<file path="src/rtl/m_draw_layers.sv">
// m_draw_layers: layered rectangle/frame compositor, 2-stage pixel pipeline.
// Define DRAW_LAYERS_FRAME_EN to build hollow-frame mode and inner half-sizes.

module m_draw_layers #(
  parameter int NUM_LAYERS = 4,
  parameter int DATA_WIDTH = 4,
  parameter int COORD_WIDTH = 11,
  parameter logic [DATA_WIDTH-1:0] BG_COLOR = '0
) (
  input  logic                   clk,
  input  logic                   rst_n,
  input  logic                   i_frame_start,
  input  logic                   i_valid,
  input  logic [COORD_WIDTH-1:0] current_x,
  input  logic [COORD_WIDTH-1:0] current_y,
  input  logic                   cfg_we,
  input  logic [3:0]             cfg_layer,
  input  logic [2:0]             cfg_field,
  input  logic [COORD_WIDTH-1:0] cfg_data,
  output logic                   o_valid,
  output logic [DATA_WIDTH-1:0]  o_data,
  output logic                   o_hit,
  output logic [3:0]             o_layer,
  output logic                   o_pending
);
  localparam int CW = COORD_WIDTH;
  localparam int NL = NUM_LAYERS;
  localparam int DW = DATA_WIDTH;

  typedef logic [CW-1:0] crd_t;

  // Half-open span [p-h, p+h); left edge clamps at 0, right edge is CW+1 wide.
  function automatic logic in_span(crd_t p, crd_t h, crd_t c);
    logic [CW:0] lo, hi;
    lo = {1'b0, p} - {1'b0, h};
    if (lo[CW]) lo = '0;
    hi = {1'b0, p} + {1'b0, h};
    return (h != '0) && ({1'b0, c} >= lo) && ({1'b0, c} < hi);
  endfunction

  crd_t          sh_px_q  [NL];
  crd_t          sh_py_q  [NL];
  crd_t          sh_ow_q  [NL];
  crd_t          sh_oh_q  [NL];
  logic [DW-1:0] sh_col_q [NL];
  logic [1:0]    sh_ctl_q [NL];
  crd_t          act_px_q [NL];
  crd_t          act_py_q [NL];
  crd_t          act_ow_q [NL];
  crd_t          act_oh_q [NL];
  logic [DW-1:0] act_col_q[NL];
  logic [1:0]    act_ctl_q[NL];
`ifdef DRAW_LAYERS_FRAME_EN
  localparam bit FRAME = 1'b1;
  crd_t          sh_iw_q  [NL];
  crd_t          sh_ih_q  [NL];
  crd_t          act_iw_q [NL];
  crd_t          act_ih_q [NL];
`else
  localparam bit FRAME = 1'b0;
`endif

  logic field_ok, wr_en, commit;
  logic pend_q, pend_d;

  always_comb begin
`ifdef DRAW_LAYERS_FRAME_EN
    field_ok = 1'b1;
`else
    field_ok = !(cfg_field == 3'd4 || cfg_field == 3'd5);
`endif
    wr_en  = cfg_we && field_ok && (int'(cfg_layer) < NL);
    commit = i_frame_start && pend_q;
    pend_d = pend_q;
    if (commit) pend_d = 1'b0;
    if (wr_en)  pend_d = 1'b1;
  end

  always_ff @(posedge clk or negedge rst_n) begin
    if (!rst_n) begin
      pend_q <= 1'b0;
    end else begin
      pend_q <= pend_d;
    end
  end

  always_ff @(posedge clk or negedge rst_n) begin
    if (!rst_n) begin
      for (int i = 0; i < NL; i++) begin
        sh_px_q[i]  <= '0;
        sh_py_q[i]  <= '0;
        sh_ow_q[i]  <= '0;
        sh_oh_q[i]  <= '0;
        sh_col_q[i] <= '0;
        sh_ctl_q[i] <= '0;
`ifdef DRAW_LAYERS_FRAME_EN
        sh_iw_q[i]  <= '0;
        sh_ih_q[i]  <= '0;
`endif
      end
    end else if (wr_en) begin
      for (int i = 0; i < NL; i++) begin
        if (cfg_layer == 4'(i)) begin
          case (cfg_field)
            3'd0: sh_px_q[i]  <= cfg_data;
            3'd1: sh_py_q[i]  <= cfg_data;
            3'd2: sh_ow_q[i]  <= cfg_data;
            3'd3: sh_oh_q[i]  <= cfg_data;
`ifdef DRAW_LAYERS_FRAME_EN
            3'd4: sh_iw_q[i]  <= cfg_data;
            3'd5: sh_ih_q[i]  <= cfg_data;
`endif
            3'd6: sh_col_q[i] <= cfg_data[DW-1:0];
            3'd7: sh_ctl_q[i] <= cfg_data[1:0];
            default: ;
          endcase
        end
      end
    end
  end

  // Commit reads the pre-write shadow, so a same-cycle write stays pending.
  always_ff @(posedge clk or negedge rst_n) begin
    if (!rst_n) begin
      for (int i = 0; i < NL; i++) begin
        act_px_q[i]  <= '0;
        act_py_q[i]  <= '0;
        act_ow_q[i]  <= '0;
        act_oh_q[i]  <= '0;
        act_col_q[i] <= '0;
        act_ctl_q[i] <= '0;
`ifdef DRAW_LAYERS_FRAME_EN
        act_iw_q[i]  <= '0;
        act_ih_q[i]  <= '0;
`endif
      end
    end else if (commit) begin
      for (int i = 0; i < NL; i++) begin
        act_px_q[i]  <= sh_px_q[i];
        act_py_q[i]  <= sh_py_q[i];
        act_ow_q[i]  <= sh_ow_q[i];
        act_oh_q[i]  <= sh_oh_q[i];
        act_col_q[i] <= sh_col_q[i];
        act_ctl_q[i] <= sh_ctl_q[i];
`ifdef DRAW_LAYERS_FRAME_EN
        act_iw_q[i]  <= sh_iw_q[i];
        act_ih_q[i]  <= sh_ih_q[i];
`endif
      end
    end
  end

  logic [NL-1:0] outer_w, ring_w, hit_d;

  always_comb begin
    outer_w = '0;
    ring_w  = '0;
    hit_d   = '0;
    for (int i = 0; i < NL; i++) begin
      outer_w[i] = in_span(act_px_q[i], act_ow_q[i], current_x)
                && in_span(act_py_q[i], act_oh_q[i], current_y);
`ifdef DRAW_LAYERS_FRAME_EN
      ring_w[i] = (act_iw_q[i] < act_ow_q[i])
               && (act_ih_q[i] < act_oh_q[i])
               && !(in_span(act_px_q[i], act_iw_q[i], current_x)
                 && in_span(act_py_q[i], act_ih_q[i], current_y));
`endif
      hit_d[i] = act_ctl_q[i][0] && outer_w[i]
              && (!(FRAME && act_ctl_q[i][1]) || ring_w[i]);
    end
  end

  logic          v1_q;
  logic [NL-1:0] hit1_q;
  logic [DW-1:0] col1_q[NL];

  always_ff @(posedge clk or negedge rst_n) begin
    if (!rst_n) begin
      v1_q   <= 1'b0;
      hit1_q <= '0;
      for (int i = 0; i < NL; i++) col1_q[i] <= '0;
    end else begin
      v1_q   <= i_valid;
      hit1_q <= hit_d;
      for (int i = 0; i < NL; i++) col1_q[i] <= act_col_q[i];
    end
  end

  logic          sel_hit;
  logic [3:0]    sel_lay;
  logic [DW-1:0] sel_col;

  always_comb begin
    sel_hit = 1'b0;
    sel_lay = '0;
    sel_col = BG_COLOR;
    for (int i = NL - 1; i >= 0; i--) begin
      if (hit1_q[i]) begin
        sel_hit = 1'b1;
        sel_lay = 4'(i);
        sel_col = col1_q[i];
      end
    end
  end

  logic          vo_q, hit_q;
  logic [3:0]    lay_q;
  logic [DW-1:0] data_q;

  always_ff @(posedge clk or negedge rst_n) begin
    if (!rst_n) begin
      vo_q   <= 1'b0;
      hit_q  <= 1'b0;
      lay_q  <= '0;
      data_q <= BG_COLOR;
    end else begin
      vo_q <= v1_q;
      if (v1_q) begin
        hit_q  <= sel_hit;
        lay_q  <= sel_lay;
        data_q <= sel_col;
      end
    end
  end

  assign o_valid   = vo_q;
  assign o_data    = data_q;
  assign o_hit     = hit_q;
  assign o_layer   = lay_q;
  assign o_pending = pend_q;

endmodule

</file>
<file path="config.mk">
export PLATFORM = sky130hd
export DESIGN_NAME = m_draw_layers
export DESIGN_NICKNAME = d
export VERILOG_FILES = /design/src/rtl/m_draw_layers.sv
export SDC_FILE = /design/constraint.sdc
export NUM_CORES = 1
export LEC_CHECK = 0
export BUFFER_PORTS_ARGS = -buffer_cell sky130_fd_sc_hd__buf_4
export CAP_MARGIN = 20
export CELL_PAD_IN_SITES_DETAIL_PLACEMENT = 0
export CELL_PAD_IN_SITES_GLOBAL_PLACEMENT = 1
export CORE_UTILIZATION = 45
export CTS_CLUSTER_DIAMETER = 60
export CTS_CLUSTER_SIZE = 16
export DETAILED_ROUTE_END_ITERATION = 10
export GPL_ROUTABILITY_DRIVEN = 0
export PLACE_DENSITY = 0.73
export SYNTH_ARGS = -nofsm -noshare
export SYNTH_HDL_FRONTEND = slang
export SYNTH_SLANG_ARGS = --single-unit
</file>
<file path="constraint.sdc">
create_clock -name clk -period 9.5 [get_ports clk]
set_clock_uncertainty 0.2 [all_clocks]
set_input_delay 1.425 -clock clk [delete_from_list [all_inputs] [get_ports clk]]
set_output_delay 1.425 -clock clk [all_outputs]
set_load 0.03 [all_outputs]
</file>
==> flow_metrics.tcl <==
set metrics [dict create \
    slew_headroom 0.2771 \
    post-dp-hpwl_mm 48.75 \
    hold_viol_final 0 \
    setup_slack_ps 5002 \
    reg2reg_to "hit1_q[3]$_DFF_PN0_" \
    synthArstFlopShare 1.000 \
    cts_root_buf "clkbuf_16" \
    r2r-start "act_ow_q[1]$_DFFE_PN0P_" \
    setup_tns_ps 0 \
    syn_to_final_growth_pct 8.272 \
    seq_area_frac_synth 0.3881 \
    wl_per_cell_um 20.33 \
    cts_resized 0 \
    yosysTopAreaCell "dfrtp_1" \
    cpMaxStageDelayCell "nor4_1" \
    synth_enable_flop_cells 0 \
    path_cells "inv_1, ha_1, nor2b_1, o31a_1, o211ai_1, a21oi_1, nor4_1, o21bai_1, nor2b_1, ha_1, nand2b_1, a211oi_1, o21ai_0, a21oi_1, nor4_1, o21ai_0, a211oi_1" \
    overflow 0 \
    synth_warnings 0 \
    yosys.area.top_type_share 0.3881 \
    path_class "reg -> reg" \
    ff2ff_path_depth 17 \
    setup_viol 0 \
    fp.dieW_um 247.9 \
    start_util 0.4585 \
    dp_slack_ps 4978 \
    critPathMaxFanout 10 \
    synth_area_leaders "dfrtp_1 (39%), mux2_2 (16%), ha_1 (16%), a21oi_1 (3.0%), xnor2_1 (2.6%)" \
    final_nets 2953 \
    clkTransAtPathRegs_ps 70 \
    syn_inst 2547 \
    tritoncts "done" \
    outcome "finished clean" \
    cts.sinks 422 \
    clock.fmax_mhz 222.3 \
    hp-class "reg -> reg" \
    track_usage 0.2287 \
    drive_gt1_frac 0.2097 \
    drtPass1Iterations 5 \
    arrival_ps 4780 \
    postRouteAntennaNets 0 \
    ctsHoldBuffers 0 \
    synthTopCellsByCount "dfrtp_1 (422), mux2_2 (394), ha_1 (344)" \
    io_buffers 53 \
    post-cts-setup-buffers 0 \
    power.leakage_uw 0.01449 \
    die_y_um 247.9 \
    synth_cell_types 68 \
    drt-total-wl_mm 67.87 \
    ys.flop_type "dfrtp_1" \
    grt_pass1_vias 19114 \
    critPathBufInv 1 \
    io_pins 56 \
    slew_violations 0 \
    diodes 0 \
    crit_path_max_incr_delay_ps 600 \
    dr_total_vias 18788 \
    critPathTopFamily "compound AO/OA/AOI/OAI gates" \
    fin_crit_sh 0.4735 \
    vias_per_cell 5.629 \
    final_util 0.4964 \
    clock_latency_ps 580 \
    drt_iter0_drc 1083 \
    synth_seq_cells 422 \
    cp.required_ps 9790 \
    worst_pin_slew_ps 1080 \
    power.density_nw_per_um2 150.0 \
    min_path_cells 0 \
    crit_path_start_kind "register" \
    min_from "act_col_q[10]$_DFFE_PN0P_" \
    rows 89 \
    cts_made_buffers 39 \
    grt_pass1_wl_mm 108.4 \
    dieArea_um2 61460 \
    drc 0 \
    fin_crit_ps 4498 \
    grt_setup_unrepaired "no" \
    min_to "col1_q[10]$_DFF_PN0_" \
    ir_drop_mv 0.1007 \
    coreArea_um2 59350 \
    yosysMostFrequentCell "dfrtp_1" \
    p_total_uw 4420 \
    hold_ws_ps 170.3 \
    syn_area_um2 27210 \
    max-cap-violations 0 \
    avgSynthCellArea_um2 10.68 \
    htreeDepth 2 \
    ff2ff_setup_slack_ps 5000 \
    grt_start_max_net_pins 146 \
    antenna_found_initial 1 \
    clock_path_buffers 3 \
    critPathCaptureType "register" \
]
## worst max path at each step
| stage | startpoint | to | slack, ps | depth (start not counted) |
|---|---|---|---|---|
| floorplan | act_oh_q[1]$_DFFE_PN0P_ | hit1_q[3]$_DFF_PN0_ | 5850 | 17 |
| global placement | act_ow_q[1]$_DFFE_PN0P_ | hit1_q[3]$_DFF_PN0_ | 5090 | 17 |
| CTS | act_ow_q[1]$_DFFE_PN0P_ | hit1_q[3]$_DFF_PN0_ | 4960 | 17 |
| detailed placement | act_ow_q[1]$_DFFE_PN0P_ | hit1_q[3]$_DFF_PN0_ | 4980 | 17 |
| finish | act_ow_q[1]$_DFFE_PN0P_ | hit1_q[3]$_DFF_PN0_ | 5000 | 17 |
| global route | act_ow_q[12]$_DFFE_PN0P_ | hit1_q[2]$_DFF_PN0_ | 4650 | 17 |
## layer usage
metal | up-vias | part of all wire | GRT usage | wire length (um)
met5 | - | 0 | 0 | 0
met4 | 0 | 0.021 | 0.05287 | 1425
met3 | 78 | 0.029 | 0.02519 | 1982
met2 | 256 | 0.46 | 0.3728 | 31310
met1 | 9442 | 0.49 | 0.3249 | 33150
li1 | 9012 | - | - | -
## report_power, final
group	switching (uW)	leakage, uW	total (uW)	internal [uW]
combinational	586	0.00807	1000	417
sequential	43.9	0.00586	1890	1850
clock	724	0.000572	1530	801
total	1350	0.0145	4420	3070
## stage by stage
step           std cells  cell area [um^2]
3_5_place_dp        3280             28270
5_1_grt             3338             29460
6_report            3338             29460
2_1_floorplan       2548             27210
4_1_cts             3338             29460
3_3_place_gp        3279             28270
## cells by family (layout without fill, tap and decap cells)
logic type / after synthesis / in the layout / synth area share
simple gates: 525 / 525 / 0.09330
compound gates: 454 / 454 / 0.1075
flops: 422 / 422 / 0.3881
mux: 397 / 397 / 0.1642
fa+ha+maj: 360 / 360 / 0.1699
buf+inv: 268 / 285 / 0.03826
xor+xnor: 120 / 120 / 0.03862
other cells: 1 / 2 / 0.0001378
## sequential cells by signal, indices dropped and copies added, names as in the netlist
register,cells
act_py_q,44
o_hit,1
o_valid,1
sh_oh_q,44
act_ctl_q,4
act_oh_q,44
v1_q,1
col1_q,16
act_col_q,16
o_data,4
sh_ow_q,44
sh_col_q,16
sh_px_q,44
hit1_q,4
act_px_q,44
o_pending,1
sh_ctl_q,4
o_layer,2
sh_py_q,44
act_ow_q,44
## placed cells by master, fill, tap and decap left out, types with 29 or more instances in the layout
master,count
clkbuf_16,41
a21oi_1,162
o21ai_0,79
dfrtp_1,422
nor4_1,32
nor2b_1,42
ha_1,344
inv_1,161
buf_4,63
nor3_1,52
nand2_1,128
o21bai_1,29
xnor2_1,82
xor2_1,38
mux2_2,394
nor2_1,144
nand2b_1,41
## area by class of cell
| class | instances | area, um^2 |
|---|---|---|
| clock buffers | 44 | 1037 |
| clock inverters | 14 | 151.4 |
| fillers | 5368 | 29890 |
| inverters | 161 | 604.3 |
| multi-input cells | 1858 | 15630 |
| flip-flops and latches | 422 | 10560 |
| well taps | 773 | 967.2 |
| repair buffers | 66 | 513.0 |
(Power assumes the default switching activity.)
